$ cat config.mk
export PLATFORM = sky130hd
export DESIGN_NAME = arb_mux_nto1
export DESIGN_NICKNAME = d
export VERILOG_FILES = /design/src/rtl/arb_mux_pkg.sv /design/src/rtl/arb_mux_nto1_rr_arbiter.sv /design/src/rtl/arb_mux_nto1.sv
export SDC_FILE = /design/constraint.sdc
export NUM_CORES = 1
export LEC_CHECK = 0
export CELL_PAD_IN_SITES_DETAIL_PLACEMENT = 0
export CELL_PAD_IN_SITES_GLOBAL_PLACEMENT = 1
export CORE_MARGIN = 2
export CORE_UTILIZATION = 23
export CTS_BUF_LIST = sky130_fd_sc_hd__clkbuf_4
export DETAILED_ROUTE_END_ITERATION = 16
export GPL_ROUTABILITY_DRIVEN = 1
export HOLD_SLACK_MARGIN = 0.05
export PLACE_DENSITY_LB_ADDON = 0.1
export RECOVER_POWER = 25
export SLEW_MARGIN = 20
export SYNTH_ARGS = -nofsm -noshare
export SYNTH_HDL_FRONTEND = slang
export SYNTH_SLANG_ARGS = --single-unit
$ cat constraint.sdc
create_clock -name clk_i -period 1.85 [get_ports clk_i]
set_input_delay 0.37 -clock clk_i [delete_from_list [all_inputs] [get_ports clk_i]]
set_output_delay 0.37 -clock clk_i [all_outputs]
set_load 0.01 [all_outputs]
$ cat src/rtl/arb_mux_pkg.sv
// Shared constants, state encodings and width helpers for the N-to-1 arbitrated mux.
package arb_mux_pkg;

    localparam int MODE_SEL = 0;
    localparam int MODE_RR  = 1;

    typedef enum logic {
        OUT_EMPTY = 1'b0,
        OUT_FULL  = 1'b1
    } out_state_t;

    typedef enum logic {
        LOCK_IDLE   = 1'b0,
        LOCK_LOCKED = 1'b1
    } lock_state_t;

    function automatic int clog2(input int value);
        int result;
        int rem;
        result = 0;
        rem    = value - 1;
        while (rem > 0) begin
            result = result + 1;
            rem    = rem >> 1;
        end
        return result;
    endfunction

    // A single channel index still needs one bit of select.
    function automatic int sel_width(input int channels);
        return (clog2(channels) < 1) ? 1 : clog2(channels);
    endfunction

endpackage

$ cat src/rtl/arb_mux_nto1_rr_arbiter.sv
// Combinational round-robin picker: first requesting channel at or above the pointer, wrapping.
module rr_arbiter
    import arb_mux_pkg::*;
#(
    parameter int CHANNELS = 4,
    parameter int SEL_W    = sel_width(CHANNELS)
) (
    input  logic [CHANNELS-1:0] i_req,
    input  logic [SEL_W-1:0]    i_ptr,
    output logic [SEL_W-1:0]    o_gnt,
    output logic                o_gnt_valid
);

    localparam logic [SEL_W:0] CH_W = (SEL_W+1)'(CHANNELS);

    logic [SEL_W-1:0]    w_idx [CHANNELS];
    logic [CHANNELS-1:0] w_req_rot;

    // One extra bit holds ptr+offset; a single subtract wraps because ptr < CHANNELS.
    genvar gi;
    generate
        for (gi = 0; gi < CHANNELS; gi++) begin : g_rot
            logic [SEL_W:0] w_sum;
            assign w_sum          = {1'b0, i_ptr} + (SEL_W+1)'(gi);
            assign w_idx[gi]      = (w_sum >= CH_W) ? SEL_W'(w_sum - CH_W) : SEL_W'(w_sum);
            assign w_req_rot[gi]  = i_req[w_idx[gi]];
        end
    endgenerate

    // Walk downwards so the smallest rotation offset is the last (winning) assignment.
    always_comb begin
        o_gnt       = '0;
        o_gnt_valid = 1'b0;
        for (int i = CHANNELS - 1; i >= 0; i--) begin
            if (w_req_rot[i]) begin
                o_gnt       = w_idx[i];
                o_gnt_valid = 1'b1;
            end
        end
    end

endmodule

$ cat src/rtl/arb_mux_nto1.sv
// N-to-1 valid/ready mux with one registered output stage; select or round-robin channel choice.
// Optional packet locking (last_i/last_o) is compiled in when ARB_MUX_LOCK_EN is defined.
module arb_mux_nto1
    import arb_mux_pkg::*;
#(
    parameter  int SIZE     = 32,
    parameter  int CHANNELS = 4,
    parameter  int MODE     = 0,
    localparam int SEL_W    = sel_width(CHANNELS)
) (
    input  logic                     clk_i,
    input  logic                     rst_i,
    input  logic [CHANNELS*SIZE-1:0] data_i,
    input  logic [CHANNELS-1:0]      valid_i,
    output logic [CHANNELS-1:0]      ready_o,
    input  logic [SEL_W-1:0]         select_i,
`ifdef ARB_MUX_LOCK_EN
    input  logic [CHANNELS-1:0]      last_i,
    output logic                     last_o,
`endif
    output logic [SIZE-1:0]          data_o,
    output logic                     valid_o,
    input  logic                     ready_i,
    output logic [SEL_W-1:0]         grant_o
);

    localparam logic [SEL_W:0] CH_W = (SEL_W+1)'(CHANNELS);

    out_state_t       r_out_state;
    logic [SIZE-1:0]  r_data;
    logic [SEL_W-1:0] r_grant;
    logic [SEL_W-1:0] r_ptr;

    logic             w_can_accept;
    logic             w_sel_in_range;
    logic [SEL_W-1:0] w_rr_g;
    logic             w_rr_gv;
    logic [SEL_W-1:0] w_base_g;
    logic             w_base_gv;
    logic [SEL_W-1:0] w_g;
    logic             w_gv;
    logic [SIZE-1:0]  w_data_g;
    logic             w_valid_g;
    logic             w_load;
    logic [SEL_W-1:0] w_ptr_next;

`ifdef ARB_MUX_LOCK_EN
    lock_state_t      r_lock_state;
    logic [SEL_W-1:0] r_lock_ch;
    logic             r_last;
    logic             w_last_g;
`endif

    assign w_can_accept   = (r_out_state == OUT_EMPTY) || ready_i;
    assign w_sel_in_range = ({1'b0, select_i} < CH_W);

    rr_arbiter #(
        .CHANNELS (CHANNELS),
        .SEL_W    (SEL_W)
    ) u_rr_arbiter (
        .i_req       (valid_i),
        .i_ptr       (r_ptr),
        .o_gnt       (w_rr_g),
        .o_gnt_valid (w_rr_gv)
    );

    always_comb begin
        if (MODE == MODE_RR) begin
            w_base_g  = w_rr_g;
            w_base_gv = w_rr_gv;
        end else begin
            w_base_g  = select_i;
            w_base_gv = w_sel_in_range;
        end
    end

`ifdef ARB_MUX_LOCK_EN
    // An open packet pins the grant to its channel regardless of select_i or the pointer.
    always_comb begin
        w_g  = w_base_g;
        w_gv = w_base_gv;
        if (r_lock_state == LOCK_LOCKED) begin
            w_g  = r_lock_ch;
            w_gv = 1'b1;
        end
    end
`else
    assign w_g  = w_base_g;
    assign w_gv = w_base_gv;
`endif

    always_comb begin
        w_data_g  = '0;
        w_valid_g = 1'b0;
`ifdef ARB_MUX_LOCK_EN
        w_last_g  = 1'b0;
`endif
        for (int c = 0; c < CHANNELS; c++) begin
            if (w_g == SEL_W'(c)) begin
                w_data_g  = data_i[c*SIZE +: SIZE];
                w_valid_g = valid_i[c];
`ifdef ARB_MUX_LOCK_EN
                w_last_g  = last_i[c];
`endif
            end
        end
    end

    assign w_load     = w_can_accept && w_gv && w_valid_g;
    assign w_ptr_next = (w_g == SEL_W'(CHANNELS - 1)) ? '0 : w_g + SEL_W'(1);

    genvar gi;
    generate
        for (gi = 0; gi < CHANNELS; gi++) begin : g_ready
            assign ready_o[gi] = w_load && (w_g == SEL_W'(gi));
        end
    endgenerate

    always_ff @(posedge clk_i) begin
        if (rst_i) begin
            r_out_state  <= OUT_EMPTY;
            r_data       <= '0;
            r_grant      <= '0;
            r_ptr        <= '0;
`ifdef ARB_MUX_LOCK_EN
            r_lock_state <= LOCK_IDLE;
            r_lock_ch    <= '0;
            r_last       <= 1'b0;
`endif
        end else begin
            // A load covers both the empty case and drain-plus-refill on the same edge.
            if (w_load) begin
                r_out_state <= OUT_FULL;
                r_data      <= w_data_g;
                r_grant     <= w_g;
                r_ptr       <= w_ptr_next;
`ifdef ARB_MUX_LOCK_EN
                r_last      <= w_last_g;
                if (w_last_g) begin
                    r_lock_state <= LOCK_IDLE;
                end else begin
                    r_lock_state <= LOCK_LOCKED;
                    r_lock_ch    <= w_g;
                end
`endif
            end else if ((r_out_state == OUT_FULL) && ready_i) begin
                r_out_state <= OUT_EMPTY;
            end
        end
    end

    assign data_o  = r_data;
    assign valid_o = (r_out_state == OUT_FULL);
    assign grant_o = r_grant;
`ifdef ARB_MUX_LOCK_EN
    assign last_o  = r_last;
`endif

endmodule

==> metrics.txt, run 1 <==
crit start category register; largest family of logic cells by synthesized area multiplexers; vias in the first global route 2,455; I/O Pins 176; Post-CTS Setup Repair Bufs 0; Setup WS post-layout 110 ps; post-synthesis compound-gate area fraction 15.9%; Setup WS pre-CTS -526 ps; Worst IR Drop VDD 236 µV; initial antenna violation count 0; first-pass GRT wire length 12,200 µm; Via Count 2,389; Pwr Density 517 mW/mm²; Highest Clock Rate 0.575 GHz; Clk pin slew, worst setup/hold paths 110 ps; Pre-antenna DRT Iters 4; synthesis-stage register bit count 35; antenna cells 0; drt wl/cell 16.1 µm; Synth Net Count 347; multiplexer area fraction after synthesis 34.2%; die height 101 µm; TritonCTS buffer count 5; Layout Nets 517; crit path buf inv count 1; Adder-Cell Fraction of Synth Area 0%; Worst Setup End Kind primary output; fin util 44.7%; delay-heaviest family, CP simple AND/OR/NAND/NOR gates; worst hold slack 467 ps; Crit Path Category reg2out; DR DRC count 0; status finished clean; slew margin rel. 54.0%; post-synthesis sequential area ratio 32.3%; period utilisation layout 94.1%; overall global routing resource usage 15.3%; Post-Route WL 7930 µm; root buf cell clkbuf_4; Worst Path Arrival 1370 ps; Worst Clk Skew 3.99 ps; Post-Synth XOR/XNOR Area 0%; RD Place Congestion 0.669; Final Setup Violations 0; Hold WC Path Type reg2reg; Clk Latency, worst-skew pair 330 ps; max-slew violation count 0; Worst Tran Pin Value 691 ps; Max FO, Critical Path 2; # port buffers 175; Synth Warn # 0; Initial Utilization 23.6%; CP cell instances nor2b_1 -> or3_1 -> nor2_1 -> buf_2; grt total ovfl 0; TritonCTS clock tree done; DR iter-0 viols 24; Final Hold Viols 0; Core Box Area 0.00920 mm²; Cells after Synth 210; fin crit period 1740 ps; total die area 0.0102 mm²; Max stage delay on crit path 330 ps; Max Cap Viol 0; remaining antenna violation count after routing 0; Post-Synth Simple-Gate Area 10.7%; final design area excluding fillers 0.00411 mm²; Die W 101 µm; vias per cell 4.86; CTS sink cnt 35; Data required, critical path 1480 ps; htree depth 2; mapped cell area 0.00217 mm²; mean post-synth cell area 10.3 µm²; buffer depth of the longest clock path 2; DPL Wire Length 5800 µm; row count 35; share of layout cells above drive strength 1 17.6%; Leak 1.46 nW; placed cell area 0.00403 mm²; RSZ-0062 raised after global routing false; slowest CP cell dfxtp_1; post-synth cell types 23; largest net degree at the start of global routing 36; synth-to-layout area growth 89.7%
sequential cells by signal, summed over array words and instances, names as in the netlist:
| name | cells |
|---|---|
| valid_o | 1 |
| grant_o | 2 |
| data_o | 32 |
cell usage in the layout, fill, tap and decap left out, drive strengths merged:
cell type,n
mux4,32
nor2b,1
a21oi,35
mux2,1
nand2b,1
and2,2
nand3,34
nor3,1
clkinv,1
inv,1
clkbuf,7
dlygate4sd2,3
dlymetal6s2s,2
nor2,3
nand2,1
dfxtp,35
or3,1
buf,20
mux2i,1
clkdlybuf4s50,164
and3,1
o21ai,34
area by class of cell:
| cell class | instances | area (µm²) |
|---|---|---|
| Inverter | 1 | 3.75 |
| Sequential cell | 35 | 701 |
| Timing Repair Buffer | 189 | 1860 |
| Fill cell | 938 | 5080 |
| Clock buffer | 7 | 52.6 |
| Tap cell | 111 | 139 |
| Multi-Input combinational cell | 148 | 1350 |
| Clock inverter | 1 | 5.00 |
what timing repair did:
action | in CTS | in global routing
endpoints found under the setup margin | 4 | 19
hold buffers | 0 | 0
pin swaps | 3 | 1
endpoints found under the hold margin | 0 | 0
resized for setup | 27 | 8
metal layers:
metal	GRT usage (%)	part of all wire, %	up-vias
met4	4.26	1.2	0
met1	18.5	42	1121
met5	0	0	-
li1	-	-	1151
met2	26.1	47	111
met3	4.99	9.8	6
stage by stage:
step                      total power, mW  setup TNS (ps)  std cells
after CTS                            2.17           -1.91        492
after floorplan                      1.21               0        210
after global routing                 2.26               0        492
after detailed placement             1.71          -10430        484
final                                2.13               0        492
after global placement               1.71          -10220        484
report_power, final:
| group | switching (mW) | leakage, nW | internal [mW] |
|---|---|---|---|
| registers | 0.0300 | 0.288 | 0.818 |
| logic | 0.293 | 1.13 | 0.547 |
| clock network | 0.261 | 0.0361 | 0.178 |
| total | 0.584 | 1.46 | 1.54 |
cell families (layout without fill, tap and decap cells):
family / Yosys count / in the layout
multiplexers: 34 / 34
flip-flops: 35 / 35
buffers and inverters: 27 / 198
AO/OA/AOI/OAI: 69 / 69
AND/OR/NAND/NOR: 45 / 45
worst paths after layout:
path / startpoint / end / cells after the start / slack (ps)
worst max-delay path: valid_o$_SDFFE_PP0P_ / ready_o[0] / 4 / 110
worst min-delay path: data_o[27]$_SDFFE_PP0P_ / data_o[27]$_SDFFE_PP0P_ / 2 / 470
worst max register to register: valid_o$_SDFFE_PP0P_ / data_o[29]$_SDFFE_PP0P_ / 5 / 260
worst min register to register: data_o[27]$_SDFFE_PP0P_ / data_o[27]$_SDFFE_PP0P_ / 2 / 470
worst reg2reg max path, stage by stage, from the launching register on:
cell and delay (ps):
dfxtp_1 340, nor2b_1 170, or3_1 140, buf_2 560, nand3_1 150, a21oi_1 160
cell usage after synthesis:
cell type | n | area [µm²]
buf_6 | 2 | 22.5
and2_1 | 2 | 12.5
nand2b_1 | 1 | 6.26
dfxtp_1 | 35 | 701
or3_1 | 1 | 6.26
a21oi_1 | 35 | 175
o21ai_1 | 6 | 30.0
mux4_2 | 32 | 721
o21ai_0 | 28 | 140
nor2_1 | 3 | 11.3
nor2b_1 | 1 | 6.26
nand3_1 | 34 | 170
clkbuf_2 | 3 | 15.0
inv_1 | 1 | 3.75
nor3_2 | 1 | 10.0
and3_1 | 1 | 6.26
buf_1 | 2 | 7.51
buf_2 | 12 | 60.1
mux2i_1 | 1 | 10.0
buf_4 | 3 | 22.5
mux2_1 | 1 | 11.3
clkbuf_1 | 4 | 15.0
nand2_1 | 1 | 3.75
No activity file was read; power rests on OpenSTA's default activity.
==> run 2, diff against run 1 <==
--- a/config.mk
+++ b/config.mk
@@ -13,7 +13,7 @@
 export DETAILED_ROUTE_END_ITERATION = 16
 export GPL_ROUTABILITY_DRIVEN = 1
 export HOLD_SLACK_MARGIN = 0.05
-export PLACE_DENSITY_LB_ADDON = 0.1
+export PLACE_DENSITY = 0.85
 export RECOVER_POWER = 25
 export SLEW_MARGIN = 20
 export SYNTH_ARGS = -nofsm -noshare
==> run 2 against run 1 <==
Net effect: clock skew grew 4.4 ps; critical endpoint unchanged; sequential cell count did not move; via count rose by 1.9%; critical path type unchanged; clock power rose by 25%; largest power group unchanged.
==> metrics.txt, run 2 (synthesized netlist as in run 1, its figures left out) <==
Post-Route WL 7830 µm (-1.2%); Pre-antenna DRT Iters 4 (unchanged); DPL Wire Length 6020 µm (+3.9%); Worst Tran Pin Value 651 ps (-39.3 ps); status finished clean; overall global routing resource usage 15.6% (+0.32 points); Final Setup Violations 0 (unchanged); initial antenna violation count 1 (+1); Comb pwr share 36.9% (-2.6 points); Hold-fix buffers, CTS 0 (unchanged); CTS sink cnt 35 (unchanged); TritonCTS clock tree done; commonest non-fill, non-tap cells in the layout clkdlybuf4s50_1 (164), a21oi_1 (35), dfxtp_1 (34); slew margin rel. 56.6% (+2.6 points); remaining antenna violation count after routing 0 (unchanged); htree depth 2 (unchanged); Clk Latency, worst-skew pair 330 ps (about the same); Clk pin slew, worst setup/hold paths 120 ps (about the same); RD Place Congestion 0.733 (+9.6%); fin crit period 1760 ps (+21.3 ps); Crit Path Category reg2out; Worst Clk Skew 8.42 ps (+4.43 ps); Die W 101 µm (unchanged); net switching power 0.584 mW (about the same); crit start category register; Seq pwr share 38.3% (-1.6 points); Core Box Area 0.00920 mm² (unchanged); grt total ovfl 0 (unchanged); P_int 1.63 mW (+5.8%); Worst Setup End Kind primary output; period utilisation layout 95.2% (+1.2 points); max-slew violation count 0 (unchanged); Layout Nets 515 (-0.39%); placed cell area 0.00401 mm² (-0.37%); Max Cap Viol 0 (unchanged); vias in the first global route 2,551 (+3.9%); die height 101 µm (unchanged); Post-CTS Setup Repair Bufs 0 (unchanged); total power 2.22 mW (+4.2%); # port buffers 175 (unchanged); Via Count 2,435 (+1.9%); I/O Pins 176 (unchanged); TritonCTS buffer count 5 (unchanged); vias per cell 4.97 (+2.3%); Max FO, Critical Path 3 (+1); root buf cell clkbuf_4; commonest non-fill, non-tap cell in the layout clkdlybuf4s50_1; fin util 44.4% (-0.33 points); total die area 0.0102 mm² (unchanged); Hold WC Path Type reg2reg; Leak 1.43 nW (-1.7%); Worst Path Arrival 1390 ps (+20 ps); Final Hold Viols 0 (unchanged); buffer depth of the longest clock path 2 (unchanged); first-pass GRT wire length 12,600 µm (+3.2%); antenna cells 0 (unchanged); DR iter-0 viols 67 (+180%); Pwr Density 543 mW/mm² (+5.0%); Initial Utilization 23.6% (unchanged); row count 35 (unchanged); max reg flops 32 (unchanged); Highest Clock Rate 0.568 GHz (-1.2%); switch share 26.4% (-1.1 points); largest net degree at the start of global routing 36 (unchanged); final design area excluding fillers 0.00408 mm² (-0.73%); share of layout cells above drive strength 1 16.1% (-1.5 points); Data required, critical path 1480 ps (about the same); drt wl/cell 16.0 µm (-0.79%); Worst IR Drop VDD 243 µV (+3.0%); power share of the clock group 24.7% (+4.1 points); synth-to-layout area growth 88.3%; DR DRC count 0 (unchanged)
[run 2: cell types whose count changed in the layout (fill, tap and decap cells not counted), moves of 2 or more]
| cell | before | now |
|---|---|---|
| o21ai_1 | 6 | 3 |
| dlymetal6s2s_1 | 2 | 0 |
| o21ai_0 | 28 | 31 |
| dlygate4sd2_1 | 3 | 6 |
| buf_6 | 5 | 0 |
| clkbuf_4 | 7 | 5 |
[run 2: critical path: stages, from the launching register on]
cell and delay, ps:
dfxtp_2 340, nor2b_1 150, or3_4 330, nor2_1 100, buf_2 140
[run 2: layer usage]
metal	routed length, µm	track usage [%]	vias to the layer above
li1	-	-	1146
met2	4120	28.8	121
met5	0	0	-
met1	2860	17.1	1164
met3	812	5.55	4
met4	46	3.43	0
[run 2: area by class of cell]
class                      instances  area, µm²
fill                             913       5110
timing repair buffer             187       1820
multi-input combinational        148       1350
sequential                        35        702
tap                              111        139
clock inverter                     3       38.8
clock buffer                       5       37.5
inverter                           1       3.75
[run 2: final timing paths]
| check | from | to | slack [ps] | cells after the start |
|---|---|---|---|---|
| max | valid_o$_SDFFE_PP0P_ | ready_o[0] | 90 | 4 |
| max reg2reg | valid_o$_SDFFE_PP0P_ | data_o[7]$_SDFFE_PP0P_ | 220 | 5 |
| min | data_o[13]$_SDFFE_PP0P_ | data_o[13]$_SDFFE_PP0P_ | 470 | 2 |
| min reg2reg | data_o[13]$_SDFFE_PP0P_ | data_o[13]$_SDFFE_PP0P_ | 470 | 2 |
[run 2: power groups by stage]
stage | Combinational (mW) | Sequential (mW) | Clock (mW)
6_report | 0.819 | 0.850 | 0.547
5_1_grt | 0.889 | 0.859 | 0.602
4_1_cts | 0.835 | 0.850 | 0.587
3_5_place_dp | 0.836 | 0.868 | 0
3_3_place_gp | 0.823 | 0.865 | 0
2_1_floorplan | 0.315 | 0.896 | 0
[run 2: metrics by stage]
stage | std cells | TNS [ps] | setup WS (ps) | hold slack (ps)
2_1_floorplan | 210 | 0 | 124 | 488
3_3_place_gp | 482 | -4420 | -451 | 450
3_5_place_dp | 482 | -6570 | -493 | 458
4_1_cts | 490 | 0 | 46.4 | 442
5_1_grt | 490 | -2.55 | -2.55 | 478
6_report | 490 | 0 | 88.7 | 469
[run 2: timing repair]
action	4_1_cts	5_1_grt
endpoints found under the hold margin	0	0
setup endpoints to repair	4	1
resized for setup	22	2
pin swaps	2	0
==> run 3, diff against run 2 <==
==> constraint.sdc (replaced) <==
create_clock -name clk_i -period 1.85 [get_ports clk_i]
set_input_delay 0.4625 -clock clk_i [delete_from_list [all_inputs] [get_ports clk_i]]
set_output_delay 0.4625 -clock clk_i [all_outputs]
set_load 0.01 [all_outputs]
==> run 3 against run 2 <==
Net effect: sequential power is essentially flat; clock power down 1%; largest cell class unchanged; core utilization is 0.69 points higher; design area grew 1.6%.
==> metrics.txt, run 3 (synthesized netlist as in run 1, its figures left out) <==
DPL Wire Length 6440 µm (+6.8%); Post-Route WL 8190 µm (+4.6%); RR Startpoint valid_o$_SDFFE_PP0P_; synth-to-layout area growth 91.3%; TritonCTS buffer count 5 (unchanged); Post-CTS Setup Repair Bufs 0 (unchanged); met3 routed WL 666 µm (-18%); max reg flops 32 (unchanged); crit path from select_i[0]; Hold WC Path Type reg2reg; vias in the first global route 2,666 (+4.5%); TritonCTS clock tree done; Final Setup Violations 0 (unchanged); Worst Setup End Kind primary output; Initial Utilization 23.6% (unchanged); buffer depth of the longest clock path 2 (unchanged); met2 wire length 4320 µm (+4.8%); Worst Tran Pin Value 725 ps (+73.8 ps); slew margin rel. 51.7% (-4.9 points); Clk pin slew, worst setup/hold paths 100 ps (-20 ps); Pwr Density 540 mW/mm² (-0.59%); RD Place Congestion 0.747 (+1.8%); Clk Latency, worst-skew pair 320 ps (about the same); CTS sink cnt 35 (unchanged); period utilisation layout 99.9% (+4.7 points); DR iter-0 viols 47 (-30%); remaining antenna violation count after routing 0 (unchanged); total die area 0.0102 mm² (unchanged); largest net degree at the start of global routing 36 (unchanged); I/O Pins 176 (unchanged); htree depth 2 (unchanged); RR Endpoint data_o[20]$_SDFFE_PP0P_; Crit Path Category in2out; Worst IR Drop VDD 244 µV (+0.26%); commonest non-fill, non-tap cells in the layout clkdlybuf4s50_1 (164), a21oi_1 (35), dfxtp_1 (34); Leak 1.45 nW (+1.3%); top layer in use met4; Max Cap Viol 0 (unchanged); Pre-antenna DRT Iters 4 (unchanged); Max FO, Critical Path 4 (+1); Worst setup endpoint ready_o[0]; Worst Clk Skew 7.45 ps (-0.969 ps); status finished clean; DRT met1 WL 3100 µm (+8.6%); row count 35 (unchanged); total negative slack 0 ps (unchanged); Via Count 2,435 (unchanged); first-pass GRT wire length 12,800 µm (+1.5%); Core Box Area 0.00920 mm² (unchanged); FF-to-FF path depth 6 (+1); crit start category input port; DR DRC count 0 (unchanged); R2R Setup Slk 390 ps (+170 ps); max-slew violation count 0 (unchanged); initial antenna violation count 1 (unchanged); Layout Nets 517 (+0.39%); # port buffers 175 (unchanged); Final Hold Viols 0 (unchanged); root buf cell clkbuf_4; RSZ-0062 raised after global routing true; die height 101 µm (unchanged); vias per cell 4.94 (-0.61%); Die W 101 µm (unchanged); Worst Path Arrival 1390 ps (about the same); overall global routing resource usage 16.1% (+0.46 points); share of layout cells above drive strength 1 18.9% (+2.8 points); grt total ovfl 0 (unchanged); fin crit period 1850 ps (+86.5 ps); drt wl/cell 16.6 µm (+3.9%); Highest Clock Rate 0.541 GHz (-4.7%); worst hold slack 468 ps (-0.874 ps); commonest non-fill, non-tap cell in the layout clkdlybuf4s50_1; Data required, critical path 1390 ps (-90 ps)
## run 3: cell count changes in the layout (fill, tap and decap cells not counted), moves of 2 or more
cell / change
buf_2: -3
buf_4: +4
buf_6: +3
clkbuf_2: +2
clkdlybuf4s15_1: +3
dlygate4sd2_1: -5
nor2_1: -2
o21ai_0: -3
o21ai_1: +3
## run 3: repair_timing
item / in CTS / in global routing
setup endpoints to repair: 4 / 3
resized for setup: 37 / 5
pin swaps: 4 / 1
hold buffers: 0 / 0
## run 3: power breakdown
part           total, mW  internal (mW)  switching, mW  leakage, nW
Sequential         0.849          0.819         0.0308        0.288
Combinational      0.848          0.549          0.299         1.12
Clock              0.539          0.278          0.261       0.0426
Total               2.24           1.65          0.591         1.45
## run 3: worst max-delay path, stage by stage
cell and delay (ps):
buf_6 110, mux2i_4 180, or3_4 400, nor2_4 120, buf_6 110
## run 3: layout make-up
class,instances,area [µm²]
well taps,111,139
diodes,1,2.50
clock buffers,5,37.5
inverters,1,3.75
fillers,925,5050
clock inverters,3,38.8
multi-input cells,148,1390
flip-flops and latches,35,702
repair buffers,189,1840
## run 3: layer usage
| metal | global-route usage [%] | vias to the layer above |
|---|---|---|
| li1 | - | 1151 |
| met4 | 4.89 | 0 |
| met2 | 30.9 | 110 |
| met1 | 17.1 | 1168 |
| met5 | 0 | - |
| met3 | 4.02 | 6 |
## run 3: worst min-delay path by stage
| stage | from | end | slack [ps] | depth (start not counted) |
|---|---|---|---|---|
| 6_report | data_o[5]$_SDFFE_PP0P_ | data_o[5]$_SDFFE_PP0P_ | 470 | 2 |
| 5_1_grt | data_o[3]$_SDFFE_PP0P_ | data_o[3]$_SDFFE_PP0P_ | 490 | 2 |
| 4_1_cts | data_o[29]$_SDFFE_PP0P_ | data_o[29]$_SDFFE_PP0P_ | 470 | 2 |
| 3_5_place_dp | data_o[29]$_SDFFE_PP0P_ | data_o[29]$_SDFFE_PP0P_ | 460 | 2 |
| 3_3_place_gp | data_o[29]$_SDFFE_PP0P_ | data_o[29]$_SDFFE_PP0P_ | 450 | 2 |
| 2_1_floorplan | data_o[0]$_SDFFE_PP0P_ | data_o[0]$_SDFFE_PP0P_ | 490 | 2 |
## run 3: metrics by stage
step,cell area (µm²),utilization (%),setup WS (ps),instances,power (mW)
final,4150,45.1,2.19,493,2.24
after global routing,4150,45.1,-29.6,493,2.38
after floorplan,2190,-,6.16,210,1.22
after detailed placement,4040,43.9,-701,484,1.72
after global placement,4040,43.9,-701,484,1.69
after CTS,4150,45.2,-10.7,492,2.28
